==> config.mk <==
export PLATFORM = sky130hd
export DESIGN_NAME = deinterleaver_flat
export DESIGN_NICKNAME = d
export VERILOG_FILES = /design/src/rtl/deinterleaver_pkg.sv /design/src/rtl/deinterleaver_if.sv /design/src/rtl/deinterleaver_addr_gen.sv /design/src/rtl/deinterleaver.sv /design/src/flat_wrapper.sv
export SDC_FILE = /design/constraint.sdc
export NUM_CORES = 1
export LEC_CHECK = 0
export CAP_MARGIN = 15
export CORE_MARGIN = 2
export CORE_UTILIZATION = 30
export DETAILED_ROUTE_END_ITERATION = 12
export SYNTH_ARGS = -nofsm -noshare
export SYNTH_HDL_FRONTEND = slang
export SYNTH_SLANG_ARGS = --single-unit
==> constraint.sdc <==
create_clock -name Clock -period 3.8 [get_ports Clock]
set_input_delay 0.76 -clock Clock [delete_from_list [all_inputs] [get_ports Clock]]
set_output_delay 0.76 -clock Clock [all_outputs]
set_load 0.02 [all_outputs]
==> src/rtl/deinterleaver_pkg.sv <==
// Shared receiver definitions: rate encoding, per-rate symbol geometry and FSM state types
// used by the 802.11a deinterleaver.
package deinterleaver_pkg;

  localparam int MAX_CBPS = 288;
  localparam int ADDR_W   = 9;

  localparam logic [1:0] RATE_BPSK  = 2'b00;
  localparam logic [1:0] RATE_QPSK  = 2'b01;
  localparam logic [1:0] RATE_16QAM = 2'b10;
  localparam logic [1:0] RATE_64QAM = 2'b11;

  typedef enum logic {RD_IDLE, RD_READ} rd_state_t;
  typedef enum logic {WR_FILL, WR_WAIT} wr_state_t;

  function automatic logic [ADDR_W-1:0] n_cbps_lookup(input logic [1:0] rate);
    logic [ADDR_W-1:0] n;
    case (rate)
      RATE_BPSK:  n = 9'd48;
      RATE_QPSK:  n = 9'd96;
      RATE_16QAM: n = 9'd192;
      default:    n = 9'd288;
    endcase
    return n;
  endfunction

  function automatic logic [1:0] s_lookup(input logic [1:0] rate);
    logic [1:0] s;
    case (rate)
      RATE_BPSK:  s = 2'd1;
      RATE_QPSK:  s = 2'd1;
      RATE_16QAM: s = 2'd2;
      default:    s = 2'd3;
    endcase
    return s;
  endfunction

  // Rows per column of the 16-column interleaver matrix, i.e. N_CBPS/16.
  function automatic logic [4:0] rows_lookup(input logic [1:0] rate);
    logic [4:0] r;
    case (rate)
      RATE_BPSK:  r = 5'd3;
      RATE_QPSK:  r = 5'd6;
      RATE_16QAM: r = 5'd12;
      default:    r = 5'd18;
    endcase
    return r;
  endfunction

endpackage

==> src/rtl/deinterleaver_if.sv <==
// Bit-serial handshake bundle between demapper, deinterleaver and Viterbi decoder.
interface deinterleaver_if;

  logic       Input;
  logic       InputValid;
  logic       InputReady;
  logic [1:0] Rate;
  logic       Output;
  logic       OutputValid;
  logic       SymbolDone;

  modport master (
    output Input, InputValid, Rate,
    input  InputReady, Output, OutputValid, SymbolDone
  );

  modport slave (
    input  Input, InputValid, Rate,
    output InputReady, Output, OutputValid, SymbolDone
  );

endinterface

==> src/rtl/deinterleaver_addr_gen.sv <==
// Incremental j -> k address generator: walks the 16-column matrix with row/column counters
// and rotates bits inside each s-bit group, so no divider is needed.
module deinterleaver_addr_gen
  import deinterleaver_pkg::*;
(
  input  logic              Clock,
  input  logic              Reset,
  input  logic [1:0]        rate,
  input  logic              start,
  input  logic              advance,
  output logic [ADDR_W-1:0] addr
);

  logic       first;
  logic [1:0] s_q;
  logic [4:0] rows_q;
  logic [4:0] grp_row;
  logic [1:0] pos;
  logic [1:0] rot;
  logic [3:0] col;
  logic [1:0] s_eff;
  logic [4:0] rows_eff;
  logic [2:0] sum;
  logic [1:0] q;

  // Geometry comes from the live rate only while j=0; afterwards the latched copy is used.
  always_comb begin
    s_eff    = first ? s_lookup(rate)    : s_q;
    rows_eff = first ? rows_lookup(rate) : rows_q;
    sum      = {1'b0, pos} + {1'b0, rot};
    q        = (sum >= {1'b0, s_eff}) ? 2'(sum - {1'b0, s_eff}) : sum[1:0];
    addr     = {grp_row + 5'(q), col};
  end

  always_ff @(posedge Clock or posedge Reset) begin
    if (Reset) begin
      first   <= 1'b1;
      s_q     <= 2'd1;
      rows_q  <= 5'd3;
      grp_row <= '0;
      pos     <= '0;
      rot     <= '0;
      col     <= '0;
    end else if (start) begin
      first   <= 1'b1;
      grp_row <= '0;
      pos     <= '0;
      rot     <= '0;
      col     <= '0;
    end else if (advance) begin
      first <= 1'b0;
      if (first) begin
        s_q    <= s_eff;
        rows_q <= rows_eff;
      end
      if (pos == s_eff - 2'd1) begin
        pos <= '0;
        // Group groups never straddle a column, so the rotation only steps on column change.
        if (grp_row + 5'(s_eff) == rows_eff) begin
          grp_row <= '0;
          col     <= col + 4'd1;
          rot     <= (rot == s_eff - 2'd1) ? 2'd0 : rot + 2'd1;
        end else begin
          grp_row <= grp_row + 5'(s_eff);
        end
      end else begin
        pos <= pos + 2'd1;
      end
    end
  end

endmodule

==> src/rtl/deinterleaver.sv <==
// 802.11a receive deinterleaver: ping-pong symbol banks written in received order j and
// drained in coded order k at one bit per clock.
module deinterleaver #(
  parameter int MAX_CBPS = deinterleaver_pkg::MAX_CBPS,
  parameter int ADDR_W   = deinterleaver_pkg::ADDR_W
) (
  input logic           Clock,
  input logic           Reset,
  deinterleaver_if.slave bus
);

  import deinterleaver_pkg::*;

  logic [MAX_CBPS-1:0] bank_mem [2];
  logic [1:0]          bank_full;
  logic [ADDR_W-1:0]   bank_n [2];

  wr_state_t wr_state, wr_next;
  rd_state_t rd_state, rd_next;

  logic              wr_bank;
  logic              rd_bank;
  logic [ADDR_W-1:0] wr_j;
  logic [ADDR_W-1:0] wr_n;
  logic [ADDR_W-1:0] n_eff;
  logic [ADDR_W-1:0] wr_addr;
  logic [ADDR_W-1:0] rd_k;
  logic              accept;
  logic              wr_last;
  logic              rd_emit;
  logic              rd_last;
  logic              out_bit;
  logic              out_valid;
  logic              sym_done;

  deinterleaver_addr_gen u_addr_gen (
    .Clock   (Clock),
    .Reset   (Reset),
    .rate    (bus.Rate),
    .start   (wr_last),
    .advance (accept),
    .addr    (wr_addr)
  );

  // Handshake and end-of-symbol detection; symbol length is taken from Rate only at j=0.
  always_comb begin
    accept  = bus.InputValid && (wr_state == WR_FILL);
    n_eff   = (wr_j == '0) ? ADDR_W'(n_cbps_lookup(bus.Rate)) : wr_n;
    wr_last = accept && (wr_j == n_eff - 1'b1);
    rd_emit = (rd_state == RD_READ) || ((rd_state == RD_IDLE) && bank_full[rd_bank]);
    rd_last = rd_emit && (rd_k == bank_n[rd_bank] - 1'b1);
  end

  // A bank released on this edge counts as free for the writer.
  always_comb begin
    wr_next = wr_state;
    case (wr_state)
      WR_FILL: if (wr_last && bank_full[~wr_bank] && !(rd_last && (rd_bank != wr_bank)))
                 wr_next = WR_WAIT;
      WR_WAIT: if (!bank_full[wr_bank] || (rd_last && (rd_bank == wr_bank)))
                 wr_next = WR_FILL;
      default: wr_next = WR_FILL;
    endcase
  end

  always_comb begin
    rd_next = rd_state;
    case (rd_state)
      RD_IDLE: if (bank_full[rd_bank]) rd_next = RD_READ;
      RD_READ: if (rd_last) rd_next = bank_full[~rd_bank] ? RD_READ : RD_IDLE;
      default: rd_next = RD_IDLE;
    endcase
  end

  always_ff @(posedge Clock or posedge Reset) begin
    if (Reset) begin
      wr_state <= WR_FILL;
      rd_state <= RD_IDLE;
    end else begin
      wr_state <= wr_next;
      rd_state <= rd_next;
    end
  end

  always_ff @(posedge Clock or posedge Reset) begin
    if (Reset) begin
      wr_bank   <= 1'b0;
      rd_bank   <= 1'b0;
      wr_j      <= '0;
      wr_n      <= '0;
      rd_k      <= '0;
      bank_full <= '0;
      bank_n[0] <= '0;
      bank_n[1] <= '0;
      out_bit   <= 1'b0;
      out_valid <= 1'b0;
      sym_done  <= 1'b0;
    end else begin
      if (accept) begin
        if (wr_j == '0) wr_n <= n_eff;
        if (wr_last) begin
          wr_j            <= '0;
          wr_bank         <= ~wr_bank;
          bank_n[wr_bank] <= n_eff;
        end else begin
          wr_j <= wr_j + 1'b1;
        end
      end
      if (wr_last) bank_full[wr_bank] <= 1'b1;
      if (rd_last) bank_full[rd_bank] <= 1'b0;

      out_bit   <= rd_emit ? bank_mem[rd_bank][rd_k] : 1'b0;
      out_valid <= rd_emit;
      sym_done  <= rd_last;
      if (rd_emit) begin
        if (rd_last) begin
          rd_k    <= '0;
          rd_bank <= ~rd_bank;
        end else begin
          rd_k <= rd_k + 1'b1;
        end
      end
    end
  end

  // Bank storage is deliberately left out of reset.
  always_ff @(posedge Clock) begin
    if (accept) bank_mem[wr_bank][wr_addr] <= bus.Input;
  end

  assign bus.InputReady  = (wr_state == WR_FILL);
  assign bus.Output      = out_bit;
  assign bus.OutputValid = out_valid;
  assign bus.SymbolDone  = sym_done;

endmodule

==> src/flat_wrapper.sv <==
// flat-port wrapper written by rule: the top's interface ports become plain ports
module deinterleaver_flat import deinterleaver_pkg::*;
#(
  parameter int MAX_CBPS = deinterleaver_pkg::MAX_CBPS,
  parameter int ADDR_W   = deinterleaver_pkg::ADDR_W
)
  (Clock, Reset, bus_Input, bus_InputValid, bus_Rate, bus_InputReady, bus_Output, bus_OutputValid, bus_SymbolDone);
  deinterleaver_if bus_i ();
  input logic Clock;
  input logic Reset;
  input wire logic [$bits(bus_i.Input)-1:0] bus_Input;
  input wire logic [$bits(bus_i.InputValid)-1:0] bus_InputValid;
  input wire logic [$bits(bus_i.Rate)-1:0] bus_Rate;
  output wire logic [$bits(bus_i.InputReady)-1:0] bus_InputReady;
  output wire logic [$bits(bus_i.Output)-1:0] bus_Output;
  output wire logic [$bits(bus_i.OutputValid)-1:0] bus_OutputValid;
  output wire logic [$bits(bus_i.SymbolDone)-1:0] bus_SymbolDone;
  assign bus_i.Input = bus_Input;
  assign bus_i.InputValid = bus_InputValid;
  assign bus_i.Rate = bus_Rate;
  assign bus_InputReady = bus_i.InputReady;
  assign bus_Output = bus_i.Output;
  assign bus_OutputValid = bus_i.OutputValid;
  assign bus_SymbolDone = bus_i.SymbolDone;
  deinterleaver #(.MAX_CBPS(MAX_CBPS), .ADDR_W(ADDR_W)) u_core (.Clock(Clock), .Reset(Reset), .bus(bus_i));
endmodule
=== Word-level counts from Yosys, hierarchy flattened ===
Memories as Yosys holds them, arrays and structs flattened.
Index checks and enable logic that the tools add are counted.

* $add $sub $neg: 12
* $mul: 0
* Div/mod/pow operators: 0
* Order comparisons: 13
* Equal/unequal tests: 9
* Shifts and indexed selects: 0
* Muxes and demuxes: 61
* Bitwise logic cells: 10
* Reduce and logical (&&, ||, !) cells: 28

{| class="wikitable"
|+ Operators by type and width
! kind !! count
|-
| 288-bit two-way mux || 1
|-
| 9-bit two-way mux || 7
|-
| 9-bit one-hot mux with 3 select lines || 1
|-
| 5-bit two-way mux || 5
|-
| 2-bit two-way mux || 12
|-
| 1-bit two-way mux || 21
|-
| 9-bit by 10-bit less-than comparator with 1-bit output, second input constant || 2
|-
| 9-bit by 1-bit adder with 9-bit output, second input constant || 2
|-
| 18-bit bitwise mux || 1
|-
| 9-bit == test || 2
|-
| 9-bit by 1-bit subtractor with 9-bit output, second input constant || 2
|-
| 4-bit two-way mux || 4
|-
| 5-bit one-hot mux with 3 select lines || 1
|-
| 1-bit logical AND || 12
|-
| 5-bit by 2-bit adder with 5-bit output || 2
|-
| 1-bit binary-select mux with 9-bit select || 1
|-
| 1-bit demux with 9-bit select || 1
|-
| 9-bit demux with 1-bit select || 1
|-
| 9-bit by 1-bit greater-or-equal comparator with 1-bit output, second input constant || 1
|-
| 9-bit logical NOT || 1
|-
| 1-bit by 2-bit less-than comparator with 1-bit output, second input constant || 4
|-
| 2-bit AND reduction || 4
|-
| 3-bit AND reduction || 2
|-
| 2-bit nonzero test || 3
|-
| other kinds (27) || 40
|}

* Register bits: 75
* Bits in latches: 0
* Memory bits (writable): 576
* Bits in read-only memories: 0
* Input bits: 6
* Output and inout port bits: 4
* Word-level logic and storage cells: 154
* Memories: 1

{| class="wikitable"
|+ Memory list
! name !! words !! bits a word !! rd ports !! clocked after Yosys merged registers in !! wr ports !! RTL line !! RTL
|-
| u_core.bank_mem || 2 || 288 || 1 || 0 || 1 || deinterleaver.sv:14 || <nowiki>logic [MAX_CBPS-1:0] bank_mem [2];</nowiki>
|}

=== Logic depth before layout (Yosys ltp) ===
Gate-level depths: netlist (run 1).

* Depth in word-level cells: 12
* Depth in mapped cells: 19

=== By module ===
Synthesis (run 1) repeated with hierarchy kept, for this count alone.

* Cell total of the unflattened synthesis: 2278
* Area, all modules: 30389.1 µm²

{| class="wikitable"
|+ Modules (own cells, without submodules)
! module !! instances !! cells an instance !! area each (µm²) !! sequential area each (µm²)
|-
| deinterleaver || 1 || 2099 || 28661.2 || 18647.9
|-
| deinterleaver_addr_gen || 1 || 179 || 1727.9 || 530.5
|}

=== Worst setup path before layout (run 1) ===
Ideal clock, no wire load.

* Kind: input -> register
* From: in bus_Rate[0]
* To: mem u_core.bank_mem[0][84] (enable)
* Arrival: 3.761 ns
* Data required time: 3.499 ns
* Setup slack: -0.262 ns
* Stages: 18
* Path buffers: 1
* Cells stage by stage: inv_1 ha_1 nand2_1 o21ai_0 inv_1 ha_1 xnor2_1 nor2_1 a31oi_1 a21oi_1 ha_1 a21o_1 nand2_1 xnor2_1 nor4_1 nand3_1 clkbuf_1 nor2_1

* Word-level cells in the longest chain between the ends: 12

{| class="wikitable"
|+ Ends and longest elaborated chain
! element !! RTL line !! RTL
|-
| from (decl) || flat_wrapper.sv:13 || <nowiki>input wire logic [$bits(bus_i.Rate)-1:0] bus_Rate;</nowiki>
|-
| 2-bit by 1-bit == test with 1-bit output / 2-bit logical NOT (equally long branches) || deinterleaver_pkg.sv:29 || <nowiki>case (rate)</nowiki>
|-
| 2-bit OR reduction (no line) || n/a ||
|-
| 2-bit one-hot mux with 2 select lines * || deinterleaver_pkg.sv:29 ||
|-
| 2-bit two-way mux * || deinterleaver_addr_gen.sv:28 || <nowiki>s_eff = first ? s_lookup(rate) : s_q;</nowiki>
|-
| named net u_core.u_addr_gen.s_eff[0] || deinterleaver_addr_gen.sv:21 || <nowiki>logic [1:0] s_eff;</nowiki>
|-
| 3-bit by 2-bit greater-or-equal comparator with 1-bit output / 2-bit subtractor (equally long branches) || deinterleaver_addr_gen.sv:31 || <nowiki>q = (sum >= {1'b0, s_eff}) ? 2'(sum - {1'b0, s_eff}) : sum[1:0];</nowiki>
|-
| 2-bit two-way mux * || deinterleaver_addr_gen.sv:31 ||
|-
| 5-bit by 2-bit adder with 5-bit output * || deinterleaver_addr_gen.sv:32 || <nowiki>addr = {grp_row + 5'(q), col};</nowiki>
|-
| 9-bit by 10-bit less-than comparator with 1-bit output (implied by the code) / 9-bit by 1-bit greater-or-equal comparator with 1-bit output (equally long branches) || deinterleaver.sv:128 || <nowiki>if (accept) bank_mem[wr_bank][wr_addr] <= bus.Input;</nowiki>
|-
| 1-bit logical AND (implied by the code) || deinterleaver.sv:128 ||
|-
| 1-bit two-way mux (implied by the code) || deinterleaver.sv:128 ||
|-
| 1-bit demux with 9-bit select * || n/a ||
|-
| 288-bit two-way mux (implied by the code) * || deinterleaver.sv:128 ||
|-
| to (decl) || deinterleaver.sv:14 ||
|}

The timed path passes the listed nets; every way through them passes the cells marked *.

=== Worst setup path in the final report (run 1) ===
* From: reg u_core.u_addr_gen.pos[0]
* To: mem u_core.bank_mem[0][78] (enable)

* Word-level cells in the longest chain between the ends: 9

{| class="wikitable"
|+ Ends and longest elaborated chain
! element !! RTL line !! RTL
|-
| from (decl) || deinterleaver_addr_gen.sv:18 || <nowiki>logic [1:0] pos;</nowiki>
|-
| from (signal assigned) || deinterleaver_addr_gen.sv:67 || <nowiki>pos <= pos + 2'd1;</nowiki>
|-
| 2-bit by 2-bit adder with 3-bit output * || deinterleaver_addr_gen.sv:30 || <nowiki>sum = {1'b0, pos} + {1'b0, rot};</nowiki>
|-
| 3-bit by 2-bit greater-or-equal comparator with 1-bit output / 2-bit subtractor (equally long branches) || deinterleaver_addr_gen.sv:31 ||
|-
| 2-bit two-way mux * || deinterleaver_addr_gen.sv:31 ||
|-
| 5-bit by 2-bit adder with 5-bit output * || deinterleaver_addr_gen.sv:32 ||
|-
| 9-bit by 10-bit less-than comparator with 1-bit output (implied by the code) / 9-bit by 1-bit greater-or-equal comparator with 1-bit output (equally long branches) || deinterleaver.sv:128 ||
|-
| 1-bit logical AND (implied by the code) || deinterleaver.sv:128 ||
|-
| 1-bit two-way mux (implied by the code) || deinterleaver.sv:128 ||
|-
| 1-bit demux with 9-bit select * || n/a ||
|-
| 288-bit two-way mux (implied by the code) * || deinterleaver.sv:128 ||
|}

Every way passes the cells marked *; elsewhere a longest branch is shown, timed or not.

==> results of run 1 <==
## metal layers
metal | up-vias | routed length (um) | track usage | share of wire
met5 | - | 0 | 0 | 0
met4 | 0 | 1790 | 0.0468 | 0.023
met3 | 117 | 5040 | 0.0231 | 0.064
met2 | 592 | 39800 | 0.265 | 0.50
met1 | 9761 | 32400 | 0.196 | 0.41
li1 | 8291 | - | - | -
## through the flow
stage	std cells	total power [mW]	setup TNS (ps)	util	setup WS (ps)
after floorplan	2234	7.98	-1140	-	-22.4
after global placement	3504	8.10	-459700	0.328	-963
after detailed placement	3504	8.12	-460830	0.328	-1020
after CTS	3630	14.4	0	0.350	2.73
after global routing	3632	14.7	-213	0.352	-23.3
final	3632	14.3	0	0.352	106
## report_power, final
group	switching [mW]	leakage [nW]	internal, mW
Clock	2.76	1.01	3.55
Sequential	0.00192	6.12	7.79
Combinational	0.142	3.67	0.0381
## worst paths after layout
check,slack (ps),cells past startpoint,end
min in group asynchronous,680,2,u_core.u_addr_gen.grp_row[1]$_DFFE_PP0P_
hold / removal,470,2,u_core.bank_n[16]$_DFFE_PP0P_
max in group asynchronous,2400,3,u_core.rd_k[0]$_DFFE_PP0P_
setup / recovery,110,15,u_core.bank_mem[0][78]$_DFFE_PP_
hold reg to reg,470,2,u_core.bank_n[16]$_DFFE_PP0P_
setup reg to reg,110,15,u_core.bank_mem[0][78]$_DFFE_PP_
## logic make-up (layout without fill, tap and decap cells)
group | after synthesis | count (layout)
AND/OR/NAND/NOR | 903 | 903
XOR/XNOR | 46 | 46
AO/OA/AOI/OAI | 199 | 199
multiplexers | 206 | 206
buffers and inverters | 207 | 318
adder cells (fa/ha/maj) | 22 | 22
flip-flops | 651 | 651
## cell usage in the layout, fill, tap and decap left out, types with 27 or more instances in the layout
| master | n |
|---|---|
| a22oi_1 | 37 |
| inv_1 | 28 |
| edfxtp_1 | 576 |
| nor2_1 | 604 |
| clkbuf_16 | 70 |
| nand2_1 | 120 |
| mux2i_1 | 55 |
| buf_12 | 27 |
| mux4_2 | 130 |
| buf_4 | 116 |
| dfrtp_1 | 66 |
## state kept, by name, summed over array words and instances, names as in the netlist, 4 cells and up
register                   cells
u_core.bank_mem              576
u_core.bank_n                 18
u_core.rd_k                    9
u_core.u_addr_gen.col          4
u_core.u_addr_gen.grp_row      5
u_core.u_addr_gen.rows_q       5
u_core.wr_j                    9
u_core.wr_n                    9
## synth_stat cells (19+ instances only)
master,number,area (sq um)
xnor2_1,25,219
mux2i_1,55,551
o21ai_0,26,130
xor2_1,20,175
ha_1,19,238
clkbuf_1,134,503
nor2b_1,26,163
dfrtp_1,71,1780
inv_1,31,116
mux4_2,130,2930
a22oi_1,38,285
nor2_1,622,2330
edfxtp_1,576,17300
nand2_1,125,469
a21oi_1,21,105
## area by class of cell
cell class              count  area [sq um]  area share
clock inverters            32           225     0.00651
flip-flops and latches    651         19200       0.555
inverters                  32           123     0.00354
multi-input cells        1376          9940       0.287
repair buffers            164          1680      0.0484
well taps                1287          1610      0.0465
clock buffers              90          1840      0.0531
## critical path, cell delays in order, from the launching register on
cell and delay, ps:
dfrtp_2 440, ha_1 200, inv_1 70, fa_2 480, a21oi_2 120, nor2_1 50
o22ai_1 190, ha_2 220, inv_1 50, fa_2 370, nor2b_4 170, nor4_4 320
buf_4 210, nand2_4 100, bufbuf_16 300, nor2_1 120
## repair_timing
item / 4_1_cts / 5_1_grt
gates cloned: 1 / 1
pin swaps: 6 / 9
resized for setup: 21 / 50
setup endpoints to repair: 578 / 596
setup buffers: 3 / 1
==> out/metrics.cfg, run 1 <==
[setup_path]
cp.required_ps = 4120
worst_setup_path_start_kind = flip-flop
critPathLaunch = u_core.u_addr_gen.pos[0]$_DFFE_PP0P_
timing.rr.start = u_core.u_addr_gen.pos[0]$_DFFE_PP0P_
path_class = flip-flop to flip-flop
endpoint_kind = flip-flop
worstPathArrival_ps = 4020
critPathMaxFanout = 12

[clocking]
cts_tree = built
holdBufCountCts = 0
cts_buffers = 70
clkTransAtPathRegs_ps = 60
clockRootBuffer = clkbuf_16
clock_path_buffers = 3
cts_sinks = 651
cts_htree_levels = 3
clk_latency_ps = 610

[yosys]
avgSynthCellArea_sq_um = 13.3
async_reset_ff_frac = 0.115
netlist_area_sq_um = 29700
ys_ff_latch = 651
synth_compound_area_frac = 0.0472
synth-xor-area-share = 0.0138
synthFlopType = edfxtp_1
synth-edff-count = 576
yosys.area_share.simple = 0.130
synth_cells = 2234
synth_warnings = 0
synth_top_family_by_area = simple AND/OR/NAND/NOR gates
syn_nets = 2262
synthDistinctLibCells = 79
synth.area.mux_share = 0.125
yosysSeqAreaShare = 0.645
synth_fa_ha_area_frac = 0.0100

[grt]
grt_overflow_total = 0
grt_max_degree = 167
grt_first_pass_wirelength_mm = 118
antenna_found_initial = 0
track_usage = 0.153
grt_pass1_vias = 19000

[floorplan]
rows = 115
initial_core_util = 0.303
die_width_um = 319
top_level_ports = 10
die-area_sq_um = 102000
die_y_um = 319
core_area_sq_um = 98300

[timing]
relSlewSlack = 0.403
fin_hold_ws_ps = 466
slew_viol_final = 0
grt_setup_unrepaired = true
finalHoldViolCount = 0
setup_violations = 0
tightest_slew_ps = 895
post-route-period-util = 0.972
fin_skew_ps = 14.9
fmax_mhz = 271
fin_crit_ps = 3690

[place]
port_buffers = 9
dp_hpwl_mm = 48.1
place_congestion = 0.801
dpl_cell_area_sq_um = 32200

[final_layout]
diodes = 0
area_growth_pct = 16.3
fin_area_sq_um = 34600
drive_above_1_share = 0.200
num-fill-cells = 9388
fin_nets = 2323

[drt]
wl_per_cell_um = 21.8
ant_nets = 0
vias_per_cell = 5.17
drt_wl_total_mm = 79.1
vias = 18800
drt-initial-drc-count = 1988
dr.pass1.iters = 6
drc = 0

[pwr]
p_per_area_nw_per_um2 = 413
cellLeakagePower_nw = 10.8
peakVddDrop_v = 0.000226

[hold_path]
hp-class = flip-flop to flip-flop
min_from = u_core.bank_n[16]$_DFFE_PP0P_

[run]
cap_violations = 0

[outcome]
run_status = finished clean

Note: power is estimated with default switching activity, not from simulation.
==> run 2, diff against run 1 <==
- ABC_AREA: default -> 1
- HOLD_SLACK_MARGIN: default -> 0.05
- clock period: 3.8 -> 3 ns (I/O delays scaled with it)
==> run 2 against run 1 <==
Compared with the run above: the flow now finishes with violations (max-slew violations, negative setup slack); register-to-register slack worse by 1100 ps; sequential share of layout area decreased by 7.7 points; sequential cell count did not move; first-iteration DRC count is 15% higher; clock skew grew 13 ps; clock-buffer cell count rose by 3; clock power rose by 35%; sequential power is 32% higher; final cell count grew 30%; via count increased by 30%; combinational power rose to 67 times the previous value; core utilization grew 3.5 points; critical path type unchanged; critical endpoint is now u_core.bank_mem[1][280]$_DFFE_PP_.
==> out/metrics.cfg, run 2 <==
[outcome]
run_status = complete, but fails checks
failed_checks = max-slew violations, negative setup slack

[drt]
ant_nets = 0  ; unchanged
drt_wl_total_mm = 89.9  ; +14%
vias_per_cell = 5.16  ; -0.12%
drc = 0  ; unchanged
drt-initial-drc-count = 2288  ; +15%
vias = 24400  ; +30%
dr.pass1.iters = 5  ; -1
wl_per_cell_um = 19.0  ; -13%

[timing]
relSlewSlack = -0.358  ; -0.761
fmax_mhz = 248  ; -8.4%
fin_crit_ps = 4040  ; +341 ps
tightest_slew_ps = 2040  ; +1140 ps
finalHoldViolCount = 0  ; unchanged
setup_violations = 582  ; +582
post-route-period-util = 1.35  ; +0.373
fin_setup_tns_ps = -546160  ; -546160 ps
fin_hold_ws_ps = 395  ; -71.7 ps
slew_viol_final = 150  ; +150
setup_ws_ps = -1040  ; -1140 ps
grt_setup_unrepaired = true
fin_skew_ps = 27.7  ; +12.9 ps

[yosys]
synthFlopType = edfxtp_1
netlist_area_sq_um = 31500  ; +6.0%
synth_fa_ha_area_frac = 0.00945  ; -0.000563
async_reset_ff_frac = 0.115  ; unchanged
synth_cells = 3303  ; +48%
synth.largest_area_cell = edfxtp_1
synth.area.mux_share = 0.00127  ; -0.124
synth-edff-count = 576  ; unchanged
synth-xor-area-share = 0.0119  ; -0.00185
yosys.area_share.simple = 0.293  ; +0.162
synth_warnings = 0  ; unchanged
synthDistinctLibCells = 50  ; -37%
ys_ff_latch = 651  ; unchanged
avgSynthCellArea_sq_um = 9.54  ; -28%
yosysSeqAreaShare = 0.608  ; -0.0362
synth_compound_area_frac = 0.0233  ; -0.0239
synth.most_common_cell = nand2_1
synth_top_family_by_area = simple AND/OR/NAND/NOR gates
synth_area_leaders = edfxtp_1 (55%), nand2_1 (9.4%), nor3_1 (9.3%)
syn_nets = 3331  ; +47%
synth_top_area_frac = 0.549  ; -0.0327
synthTopCellsByCount = nand2_1 (789), nor3_1 (585), edfxtp_1 (576)

[floorplan]
core_area_sq_um = 104000  ; +5.6%
top_level_ports = 10  ; unchanged
initial_core_util = 0.304  ; +0.000982
rows = 118  ; +2.6%
die_y_um = 328  ; +2.9%
die_width_um = 328  ; +2.9%
die-area_sq_um = 108000  ; +5.9%

[final_layout]
mostFrequentLayoutCells = nand2_1 (767), edfxtp_1 (576), nand3_1 (497)
layout_commonest_cell = nand2_1
diodes = 0  ; unchanged
fin_nets = 3332  ; +43%
fin_area_sq_um = 40200  ; +16%
largest_reg_flops = 576  ; unchanged
top_register = u_core.bank_mem
stdcell_count = 4738  ; +30%
area_growth_pct = 27.5
reg_top3 = u_core.bank_mem x576, u_core.bank_n x18
drive_above_1_share = 0.260  ; +0.0603

[clocking]
cts_sinks = 651  ; unchanged
clkTransAtPathRegs_ps = 60  ; about the same
cts_htree_levels = 3  ; unchanged
clock_path_buffers = 3  ; unchanged
clk_latency_ps = 630  ; +20 ps
clockRootBuffer = clkbuf_16
cts_buffers = 74  ; +5.7%
cts_tree = built

[pwr]
cellLeakagePower_nw = 14.1  ; +30%
clkPwrFrac = 0.276  ; -0.166
internal_power_mw = 19.1  ; +68%
swShare = 0.381  ; +0.177
seqPwrFrac = 0.333  ; -0.213
peakVddDrop_v = 0.00115  ; +410%
power.switching_mw = 11.7  ; +300%
p_per_area_nw_per_um2 = 768  ; +86%
pwr-share-comb = 0.390  ; +0.377

[place]
dpl_cell_area_sq_um = 34800  ; +7.9%
place_congestion = 0.785  ; -2.0%
pre_cts_ws_ps = -1890  ; -880 ps
port_buffers = 9  ; unchanged
dp_cells = 4581  ; +31%
dp_hpwl_mm = 46.5  ; -3.2%

[setup_path]
cp.required_ps = 3300  ; -820 ps
critPathLaunch = u_core.u_addr_gen.pos[0]$_DFFE_PP0P_
critPathMaxFanout = 16  ; +4
endpoint_kind = flip-flop
path_class = flip-flop to flip-flop
worstPathArrival_ps = 4330  ; +310 ps
timing.rr.start = u_core.u_addr_gen.pos[0]$_DFFE_PP0P_
worst_setup_path_start_kind = flip-flop

[grt]
grt_pass1_vias = 23800  ; +25%
antenna_found_initial = 0  ; unchanged
grt_max_degree = 193  ; +16%
grt_util_met3 = 0.0215  ; -0.00155
grtUsageMet1 = 0.220  ; +0.0238
grt_first_pass_wirelength_mm = 138  ; +17%
grt_busiest_layer = met2
track_usage = 0.162  ; +0.00925
met2_usage = 0.269  ; +0.00431
grt_overflow_total = 0  ; unchanged

[hold_path]
hp-class = input pin to flip-flop
min_from = bus_Input

[run]
cap_violations = 0  ; unchanged

-- run 2: power by group through the flow --
| stage | Sequential (mW) | Combinational (mW) | Clock (mW) |
|---|---|---|---|
| 2_1_floorplan | 10.4 | 5.28 | 0 |
| 3_3_place_gp | 10.5 | 8.33 | 0 |
| 3_5_place_dp | 10.5 | 8.34 | 0 |
| 4_1_cts | 10.3 | 9.45 | 8.65 |
| 5_1_grt | 10.3 | 12.7 | 9.01 |
| 6_report | 10.3 | 12.0 | 8.52 |
-- run 2: path summary, 6_finish.rpt --
check                                                          endpoint  depth (start not counted)  slack, ps
worst max-delay path                  u_core.bank_mem[1][280]$_DFFE_PP_                         23      -1040
worst min-delay path                  u_core.bank_mem[1][164]$_DFFE_PP_                          1        390
worst max register to register        u_core.bank_mem[1][280]$_DFFE_PP_                         23      -1040
worst min register to register  u_core.u_addr_gen.rows_q[1]$_DFFE_PP1P_                          2        470
max in group asynchronous          u_core.u_addr_gen.s_q[0]$_DFFE_PP1P_                          3       1920
min in group asynchronous                    u_core.wr_n[2]$_DFFE_PP0P_                          2        400
-- run 2: cells by family (layout without fill, tap and decap cells) --
| logic type | count (synthesis) | count (layout) |
|---|---|---|
| buf+inv | 426 | 481 |
| mux | 4 | 4 |
| xor+xnor | 43 | 43 |
| flops | 651 | 651 |
| compound gates | 125 | 125 |
| simple gates | 2032 | 2032 |
| fa+ha+maj | 22 | 22 |
-- run 2: layout make-up --
class / instances / area [sq um]
clock buffers: 93 / 1980
clock inverters: 37 / 264
fillers: 9926 / 63600
inverters: 121 / 492
multi-input cells: 2226 / 13800
flip-flops and latches: 651 / 19200
well taps: 1380 / 1730
repair buffers: 230 / 2700
-- run 2: critical path: stages, from the launching register on --
cell      delay, ps
dfrtp_1         360
ha_2            180
inv_2            40
fa_1            550
inv_1            50
nor2_1           80
nor2_1           50
inv_1            80
nor2_2           30
inv_1            60
and3_4          210
nand2_2          60
o21ai_2          50
ha_2            200
inv_2            40
fa_2            330
nand3b_1        200
xnor2_2         230
inv_2            90
nor2_4          150
buf_6           120
nand3_4         160
buf_16          230
nor3_2          150
-- run 2: repair_timing --
item	4_1_cts	5_1_grt
pin swaps	8	9
endpoints found under the setup margin	587	628
cloned	6	11
resized for setup	203	323
setup buffers	9	1
hold buffers	0	0
endpoints found under the hold margin	0	0
-- run 2: routing by layer --
metal | vias up | part of all wire
met5 | - | 0
met4 | 0 | 0.023
met3 | 132 | 0.060
met2 | 777 | 0.48
met1 | 12000 | 0.43
li1 | 11500 | -
-- run 2: through the flow --
stage / power (mW) / utilization
final: 30.9 / 0.387
after global placement: 18.8 / 0.335
after floorplan: 15.7 / -
after CTS: 28.4 / 0.369
after detailed placement: 18.8 / 0.335
after global routing: 32.1 / 0.387
